$ cat src/rtl/seg_pkg.sv
// Shared types and sizes for the seven-segment write arbiter.
// Digit geometry of the 8-digit display frame.
package seg_pkg;

  localparam int NUM_DIGITS = 8;
  localparam int DIGIT_W    = 4;
  localparam int SEL_W      = 3;
  localparam int FRAME_W    = 32;

  typedef enum logic [1:0] {
    IDLE,
    WRITE,
    DONE
  } state_e;

endpackage

$ cat src/rtl/seg_write_arbiter_rr_arbiter.sv
// Combinational requester picker: round-robin from a pointer, or
// fixed lowest-index priority when SEG_ARB_FIXED_PRIO_EN is defined.
module rr_arbiter #(
  parameter  int N  = 4,
  localparam int PW = (N > 1) ? $clog2(N) : 1
) (
  input  logic [N-1:0]  req_i,
  input  logic [PW-1:0] ptr_i,
  output logic [N-1:0]  gnt_o,
  output logic [PW-1:0] idx_o
);

`ifdef SEG_ARB_FIXED_PRIO_EN
  logic unused_ptr;
  assign unused_ptr = ^ptr_i;

  // Scan downward so the lowest set bit is the last one kept.
  always_comb begin
    gnt_o = '0;
    idx_o = '0;
    for (int i = N - 1; i >= 0; i--) begin
      if (req_i[i]) begin
        gnt_o    = '0;
        gnt_o[i] = 1'b1;
        idx_o    = PW'(i);
      end
    end
  end
`else
  logic found;

  always_comb begin
    gnt_o = '0;
    idx_o = '0;
    found = 1'b0;
    for (int o = 0; o < N; o++) begin
      if (!found && req_i[(int'(ptr_i) + o) % N]) begin
        found = 1'b1;
        gnt_o[(int'(ptr_i) + o) % N] = 1'b1;
        idx_o = PW'((int'(ptr_i) + o) % N);
      end
    end
  end
`endif

endmodule

$ cat src/rtl/seg_write_arbiter.sv
// Arbitrates whole-frame updates onto the display write port.
// SEG_ARB_FIXED_PRIO_EN selects fixed priority instead of round-robin.
module seg_write_arbiter
  import seg_pkg::*;
#(
  parameter int NUM_REQ = 4
) (
  input  logic                    clk,
  input  logic                    reset,
  input  logic [NUM_REQ-1:0]      req,
  input  logic [NUM_REQ*32-1:0]   req_data,
  input  logic [NUM_REQ*8-1:0]    req_mask,
  output logic [NUM_REQ-1:0]      gnt,
  output logic [NUM_REQ-1:0]      done,
  output logic                    busy,
  output logic                    write,
  output logic [SEL_W-1:0]        sel,
  output logic [DIGIT_W-1:0]      num
);

  localparam int PW = (NUM_REQ > 1) ? $clog2(NUM_REQ) : 1;

  state_e                state_q, state_d;
  logic [SEL_W-1:0]      idx_q, idx_d;
  logic [FRAME_W-1:0]    data_q, data_d;
  logic [NUM_DIGITS-1:0] mask_q, mask_d;
  logic [NUM_REQ-1:0]    win_q, win_d;
  logic [PW-1:0]         ptr;
  logic [NUM_REQ-1:0]    arb_gnt;
  logic [PW-1:0]         arb_idx;

`ifdef SEG_ARB_FIXED_PRIO_EN
  assign ptr = '0;
`else
  logic [PW-1:0] ptr_q, ptr_d;
  assign ptr = ptr_q;

  always_ff @(posedge clk or posedge reset) begin
    if (reset) ptr_q <= '0;
    else       ptr_q <= ptr_d;
  end

  always_comb begin
    ptr_d = ptr_q;
    if (state_q == IDLE && |req) begin
      ptr_d = (arb_idx == PW'(NUM_REQ - 1)) ? '0 : arb_idx + 1'b1;
    end
  end
`endif

  rr_arbiter #(.N(NUM_REQ)) u_arb (
    .req_i (req),
    .ptr_i (ptr),
    .gnt_o (arb_gnt),
    .idx_o (arb_idx)
  );

  always_ff @(posedge clk or posedge reset) begin
    if (reset) begin
      state_q <= IDLE;
      idx_q   <= '0;
      data_q  <= '0;
      mask_q  <= '0;
      win_q   <= '0;
    end else begin
      state_q <= state_d;
      idx_q   <= idx_d;
      data_q  <= data_d;
      mask_q  <= mask_d;
      win_q   <= win_d;
    end
  end

  always_comb begin
    state_d = state_q;
    idx_d   = idx_q;
    data_d  = data_q;
    mask_d  = mask_q;
    win_d   = win_q;
    unique case (state_q)
      IDLE: begin
        if (|req) begin
          state_d = WRITE;
          idx_d   = '0;
          data_d  = req_data[FRAME_W*arb_idx +: FRAME_W];
          mask_d  = req_mask[NUM_DIGITS*arb_idx +: NUM_DIGITS];
          win_d   = arb_gnt;
        end
      end
      WRITE: begin
        idx_d = idx_q + 1'b1;
        if (idx_q == SEL_W'(NUM_DIGITS - 1)) state_d = DONE;
      end
      DONE: begin
        state_d = IDLE;
        win_d   = '0;
      end
      default: begin
        state_d = IDLE;
        win_d   = '0;
      end
    endcase
  end

  // All outputs come from registered state only.
  logic in_write;
  assign in_write = (state_q == WRITE);
  assign busy     = (state_q != IDLE);
  assign gnt      = win_q;
  assign done     = (state_q == DONE) ? win_q : '0;
  assign write    = in_write & mask_q[idx_q];
  assign sel      = in_write ? idx_q : '0;
  assign num      = in_write ? data_q[DIGIT_W*idx_q +: DIGIT_W] : '0;

endmodule

$ cat config.mk
export PLATFORM = sky130hd
export DESIGN_NAME = seg_write_arbiter
export DESIGN_NICKNAME = d
export VERILOG_FILES = /design/src/rtl/seg_pkg.sv /design/src/rtl/seg_write_arbiter_rr_arbiter.sv /design/src/rtl/seg_write_arbiter.sv
export SDC_FILE = /design/constraint.sdc
export NUM_CORES = 1
export LEC_CHECK = 0
export CORE_MARGIN = 2
export CORE_UTILIZATION = 38
export DETAILED_ROUTE_END_ITERATION = 16
export HOLD_SLACK_MARGIN = 0.02
export PLACE_DENSITY_LB_ADDON = 0.2
export REMOVE_ABC_BUFFERS = 1
export SYNTH_ARGS = -nofsm -noshare
export SYNTH_HDL_FRONTEND = slang
export SYNTH_HIERARCHICAL = 1
export SYNTH_SLANG_ARGS = --single-unit
$ cat constraint.sdc
create_clock -name clk -period 3.4 [get_ports clk]
set_input_delay 0.85 -clock clk [delete_from_list [all_inputs] [get_ports clk]]
set_output_delay 0.85 -clock clk [all_outputs]
set_load 0.01 [all_outputs]
==> impl_metrics.yaml, run 1 <==
detailed_routing:
  finalWirelength_um: 10200
  drt-vias-per-instance: 5.24
  post-route-drc-count: 0
  wl_per_cell_um: 16.8
  wl_met1_um: 4040
  routed.top_layer: "met4"
  postRouteAntennaNets: 0
  met3_length_um: 604
  vias: 3169
  wl_met2_um: 5410
  drt-pass1-iter-count: 4
  drtIter0Drc: 76
clock_tree:
  cts_tree: "done"
  htree_levels: 2
  cts_setup_buffers: 0
  numClockSinks: 51
  clk_pin_slew_ns: 0.10
  cts_root_buffer: "clkbuf_8"
  clk_latency_ns: 0.30
  clockBufferDepth: 2
  numCtsBuffers: 5
power:
  power.density_mw_per_mm2: 951
  cellLeakagePower_uw: 0.00240
  ir_worst_vdd_mv: 0.665
global_routing:
  grt_pass1_wl_um: 16600
  grt_pass1_vias: 3498
  overflow: 0
  antenna_found_initial: 0
  grt_usage: 0.186
  grt_max_degree: 35
finish:
  syn_to_final_growth_pct: 54.8
  nFillCells: 825
  multi_input_area_mm2: 0.00246
  nNetsFinal: 642
  fin_area_mm2: 0.00606
  antennaDiodeCount: 0
  fin_util: 0.595
  seqCellArea_mm2: 0.00128
  drive_above_1_share: 0.267
synthesis:
  ys.flop_type: "dfrtp_1"
  avgSynthCellArea_um2: 14.0
  seq_area_frac_synth: 0.326
  synthTopCellsByArea: "dfrtp_1 (33%), mux4_2 (25%), mux2_4 (9.2%)"
  ys_types: 43
  synth_common_cells: "dfrtp_1 (51), mux4_2 (43), mux2_4 (24)"
  yosys.area.top_type: "dfrtp_1"
  yosysWarningCount: 6
  synth_area_mm2: 0.00392
  synth_edf_count: 0
  synth.top_cell.area_share: 0.326
  async_flop_share: 1.00
  yosys_register_bits: 51
  synth_most_common_cell: "dfrtp_1"
  syn_inst: 279
setup_path:
  required_ns: 3.60
  crit_start: "req[1]"
  crit_path_max_fanout: 29
  reg2reg_depth: 10
  cp-start-kind: "input pin"
  worstPathArrival_ns: 3.54
  crit_type: "input pin to register"
  r2r_start: "ptr[1]"
  endpoint_kind: "register"
die:
  dieHeight_um: 106
  num_io_pins: 183
  start_util: 0.385
  die_w_um: 106
  die-area_mm2: 0.0111
  coreArea_mm2: 0.0102
  rows: 37
timing:
  rsz0062_at_grt: "false"
  finalCritPeriodShare: 0.985
  slew_violations: 0
  min_period_ns: 3.35
  clock_skew_ns: 0.00480
  final.setup.tns_ns: 0
  final-setup-viol-count: 0
  worst_pin_slew_ns: 0.806
  final_hold_viol_count: 0
  maxSlewHeadroom: 0.461
  fmax_mhz: 299
min_path:
  hold-path-cell-count: 1
  min-delay-start: "data_q[31]"
  min_path_type: "register to register"
place:
  portBuffers: 182
  place_hpwl_um: 8390
  gp_congestion: 0.789
  placedInstanceArea_mm2: 0.00596
outcome:
  status: "finished clean"
flow_run:
  drv_cap: 0
==> layout make-up <==
cell class	count	area share
clock buffers	6	0.0136
clock inverters	2	0.00227
inverters	5	0.00310
multi-input cells	200	0.407
flip-flops and latches	51	0.211
well taps	136	0.0281
repair buffers	205	0.336
==> final timing paths <==
path,end,slack [ns]
max,mask_q[7],0.05
min in group asynchronous,mask_q[0],0.98
min reg2reg,data_q[31],0.52
min,data_q[31],0.52
max reg2reg,mask_q[7],0.48
max in group asynchronous,data_q[5],1.71
==> report_power, final <==
group	switching [uW]	internal, uW
registers	190	928
clock network	208	167
logic	1760	2510
==> critical path, cell delays in order <==
cell,delay [ns]
clkdlybuf4s50_1,0.52
mux4_2,0.56
nand2b_4,0.18
nor3_4,0.28
inv_2,0.08
o22ai_4,0.20
buf_12,0.22
mux4_2,0.35
mux2_2,0.28
==> flip-flops by register name (all words and copies together), names as in the netlist <==
signal	cells
ptr	2
idx_q	3
gnt	4
state_q	2
mask_q	8
data_q	32
==> metrics by stage <==
step                hold slack [ns]  setup WS, ns  cells  power (uW)
floorplan                     0.480         -4.57    256        4020
global placement              0.490        -0.183    597        5350
detailed placement            0.497        -0.253    597        5450
CTS                           0.522        0.0654    605        5850
global route                  0.537      0.000975    605        6190
finish                        0.516        0.0522    605        5760
==> cells in the final DEF (no fill, tap or decap), types with 3 or more instances in the layout <==
cell / Yosys / final
a22o_1: 5 / 5
dfrtp_1: 51 / 51
buf_12: 2 / 3
o21ai_1: 6 / 6
and3_1: 6 / 6
clkbuf_8: 0 / 6
mux2_2: 17 / 17
mux2_4: 24 / 24
buf_4: 1 / 19
o21ai_0: 6 / 6
nand2_1: 5 / 5
nand3_1: 5 / 5
a21oi_1: 5 / 5
inv_1: 4 / 3
mux4_2: 43 / 43
clkdlybuf4s50_1: 0 / 182
mux2i_1: 22 / 22
nor2_1: 3 / 3
nor2b_1: 4 / 4
and2_1: 8 / 8
ha_1: 8 / 8
a22oi_1: 13 / 13
==> cell families after synthesis <==
group / after synthesis / synth area share
DFF: 51 / 0.326
AOI/OAI and AO/OA: 43 / 0.0735
buffers and inverters: 28 / 0.0530
and+or+nand+nor: 42 / 0.0709
muxes: 107 / 0.451
adders and majority gates: 8 / 0.0256
==> metal layers <==
metal / up-vias / global-route usage
li1: 1489 / -
met1: 1560 / 0.217
met2: 112 / 0.356
met3: 8 / 0.0340
met4: 0 / 0.0357
met5: - / 0
==> timing repair <==
action	4_1_cts	5_1_grt
resized for setup	0	1
hold endpoints to repair	0	0
setup endpoints to repair	0	1
hold buffers	0	0
Power figures use the tool's default switching activity.
==> inputs of run 2 (changes only) <==
- CELL_PAD_IN_SITES_DETAIL_PLACEMENT: unset -> 0
- CELL_PAD_IN_SITES_GLOBAL_PLACEMENT: unset -> 1
- CORE_UTILIZATION: 38 -> 29
==> run 2 against run 1 <==
Compared with the run above:
- die area is 30% higher
- hold slack worse by 0.0094 ns
- maximum frequency rose by 2.0%
- worst setup slack improved by 0.066 ns
- clock power grew 32%
- final area increased by 2.3%
- utilization fell by 12 points
- combinational power rose by 2%
- sequential cell count is the same
- via count grew 0.22%
- first-iteration DRC count increased by 39%
- routed wire length grew 12%
- largest power group unchanged
- highest routed layer unchanged
==> impl_metrics.yaml, run 2 (synthesized netlist as in run 1, its figures left out) <==
timing:
  post-route-worst-setup-slack_ns: 0.118
  maxSlewHeadroom: 0.673
  rsz0062_at_grt: "false"
  min_period_ns: 3.28
  clock_skew_ns: 0.00367
  finalCritPeriodShare: 0.965
  final-setup-viol-count: 0
  hold_slack_ns: 0.506
  fmax_mhz: 305
  final_hold_viol_count: 0
  worst_pin_slew_ns: 0.489
  slew_violations: 0
die:
  num_io_pins: 183
  rows: 42
  start_util: 0.297
  die_w_um: 120
  coreArea_mm2: 0.0132
  dieHeight_um: 120
  die-area_mm2: 0.0145
power:
  power.density_mw_per_mm2: 960
  ir_worst_vdd_mv: 0.716
  power_uw: 5960
  cellLeakagePower_uw: 0.00247
finish:
  drive_above_1_share: 0.268
  largest_reg_flops: 32
  antennaDiodeCount: 0
  largest_register: "data_q"
  layout_commonest_cell: "clkdlybuf4s50_1"
  final_cell_mix: "clkdlybuf4s50_1 (179), dfrtp_1 (51), mux4_2 (43)"
  nNetsFinal: 646
  syn_to_final_growth_pct: 58.4
global_routing:
  grt_pass1_vias: 3433
  grt_max_degree: 38
  grt_usage: 0.156
  grt_pass1_wl_um: 17700
  antenna_found_initial: 0
  overflow: 0
setup_path:
  slowest_stage: "mux4_2"
  cpPeakStageDelay_ns: 0.53
  critPathTopFamily: "multiplexers"
  endpoint_kind: "register"
  crit_type: "input pin to register"
  cp-start-kind: "input pin"
  crit_chain: "clkdlybuf4s50_1 -> mux4_2 -> nor2_1 -> nor2_1 -> o31ai_4 -> buf_4 -> clkbuf_16 -> mux4_2 -> mux2_4"
  path_buf_inv: 3
  worstPathArrival_ns: 3.45
  required_ns: 3.57
  crit_path_max_fanout: 16
clock_tree:
  htree_levels: 2
  cts_tree: "done"
  numCtsBuffers: 5
  numClockSinks: 51
  clk_pin_slew_ns: 0.06
  clk_latency_ns: 0.29
  clockBufferDepth: 2
  cts_root_buffer: "clkbuf_16"
detailed_routing:
  drtIter0Drc: 106
  vias: 3176
  drt-vias-per-instance: 4.89
  postRouteAntennaNets: 0
  wl_per_cell_um: 17.6
  drt-pass1-iter-count: 4
  finalWirelength_um: 11400
  post-route-drc-count: 0
outcome:
  status: "finished clean"
place:
  place_hpwl_um: 9110
  post-place-ws_ns: -0.257
  gp_congestion: 0.793
  portBuffers: 182
min_path:
  min_path_type: "register to register"
flow_run:
  drv_cap: 0
[run 2: path summary, 6_finish.rpt]
check                          start          to  slack (ns)  cells after the start
min reg2reg                data_q[7]   data_q[7]        0.51                      1
max                           req[3]  data_q[29]        0.12                      9
max reg2reg                   ptr[1]  data_q[29]        0.52                     10
min in group asynchronous      reset  data_q[25]        0.86                      2
max in group asynchronous      reset  data_q[19]        1.90                      3
min                        data_q[7]   data_q[7]        0.51                      1
[run 2: layout make-up]
class,count,area (um^2)
clock inverters,1,5.00
repair buffers,209,2090
clock buffers,7,133
flip-flops and latches,51,1280
fillers,1227,6990
inverters,5,18.8
multi-input cells,200,2460
well taps,176,220
[run 2: repair_timing]
action,4_1_cts,5_1_grt
endpoints found under the setup margin,0,40
hold endpoints to repair,0,0
gates resized for setup,0,6
setup buffers,0,1
hold buffers,0,0
[run 2: metrics by stage]
stage	util	cells	TNS, ns	instance area [um^2]
floorplan	-	256	-191.62	3730
global placement	0.457	639	-7.39	6030
detailed placement	0.457	639	-8.83	6030
CTS	0.467	647	0	6160
global route	0.470	649	0	6200
finish	0.470	649	0	6200
[run 2: power breakdown]
group	total (uW)	switching (uW)	leakage, uW	internal [uW]
combinational	4340	1800	0.00179	2540
sequential	1120	193	0.000604	931
clock	494	221	0.0000679	273
[run 2: metal layers]
| layer | global-route usage | vias to the layer above | wire length (um) |
|---|---|---|---|
| met1 | 0.194 | 1547 | 4700 |
| met4 | 0.0400 | 0 | 168 |
| met5 | 0 | - | 0 |
| met3 | 0.0349 | 11 | 837 |
| li1 | - | 1496 | - |
| met2 | 0.274 | 122 | 5730 |
[run 2: worst register-to-register path: cells and delay by family, from the launching register on]
family	cells	cell delay [ns]
muxes	3	1.11
AOI/OAI and AO/OA	1	0.20
adders and majority gates	1	0.30
and+or+nand+nor	1	0.07
buffers and inverters	4	0.71
DFF	1	0.38
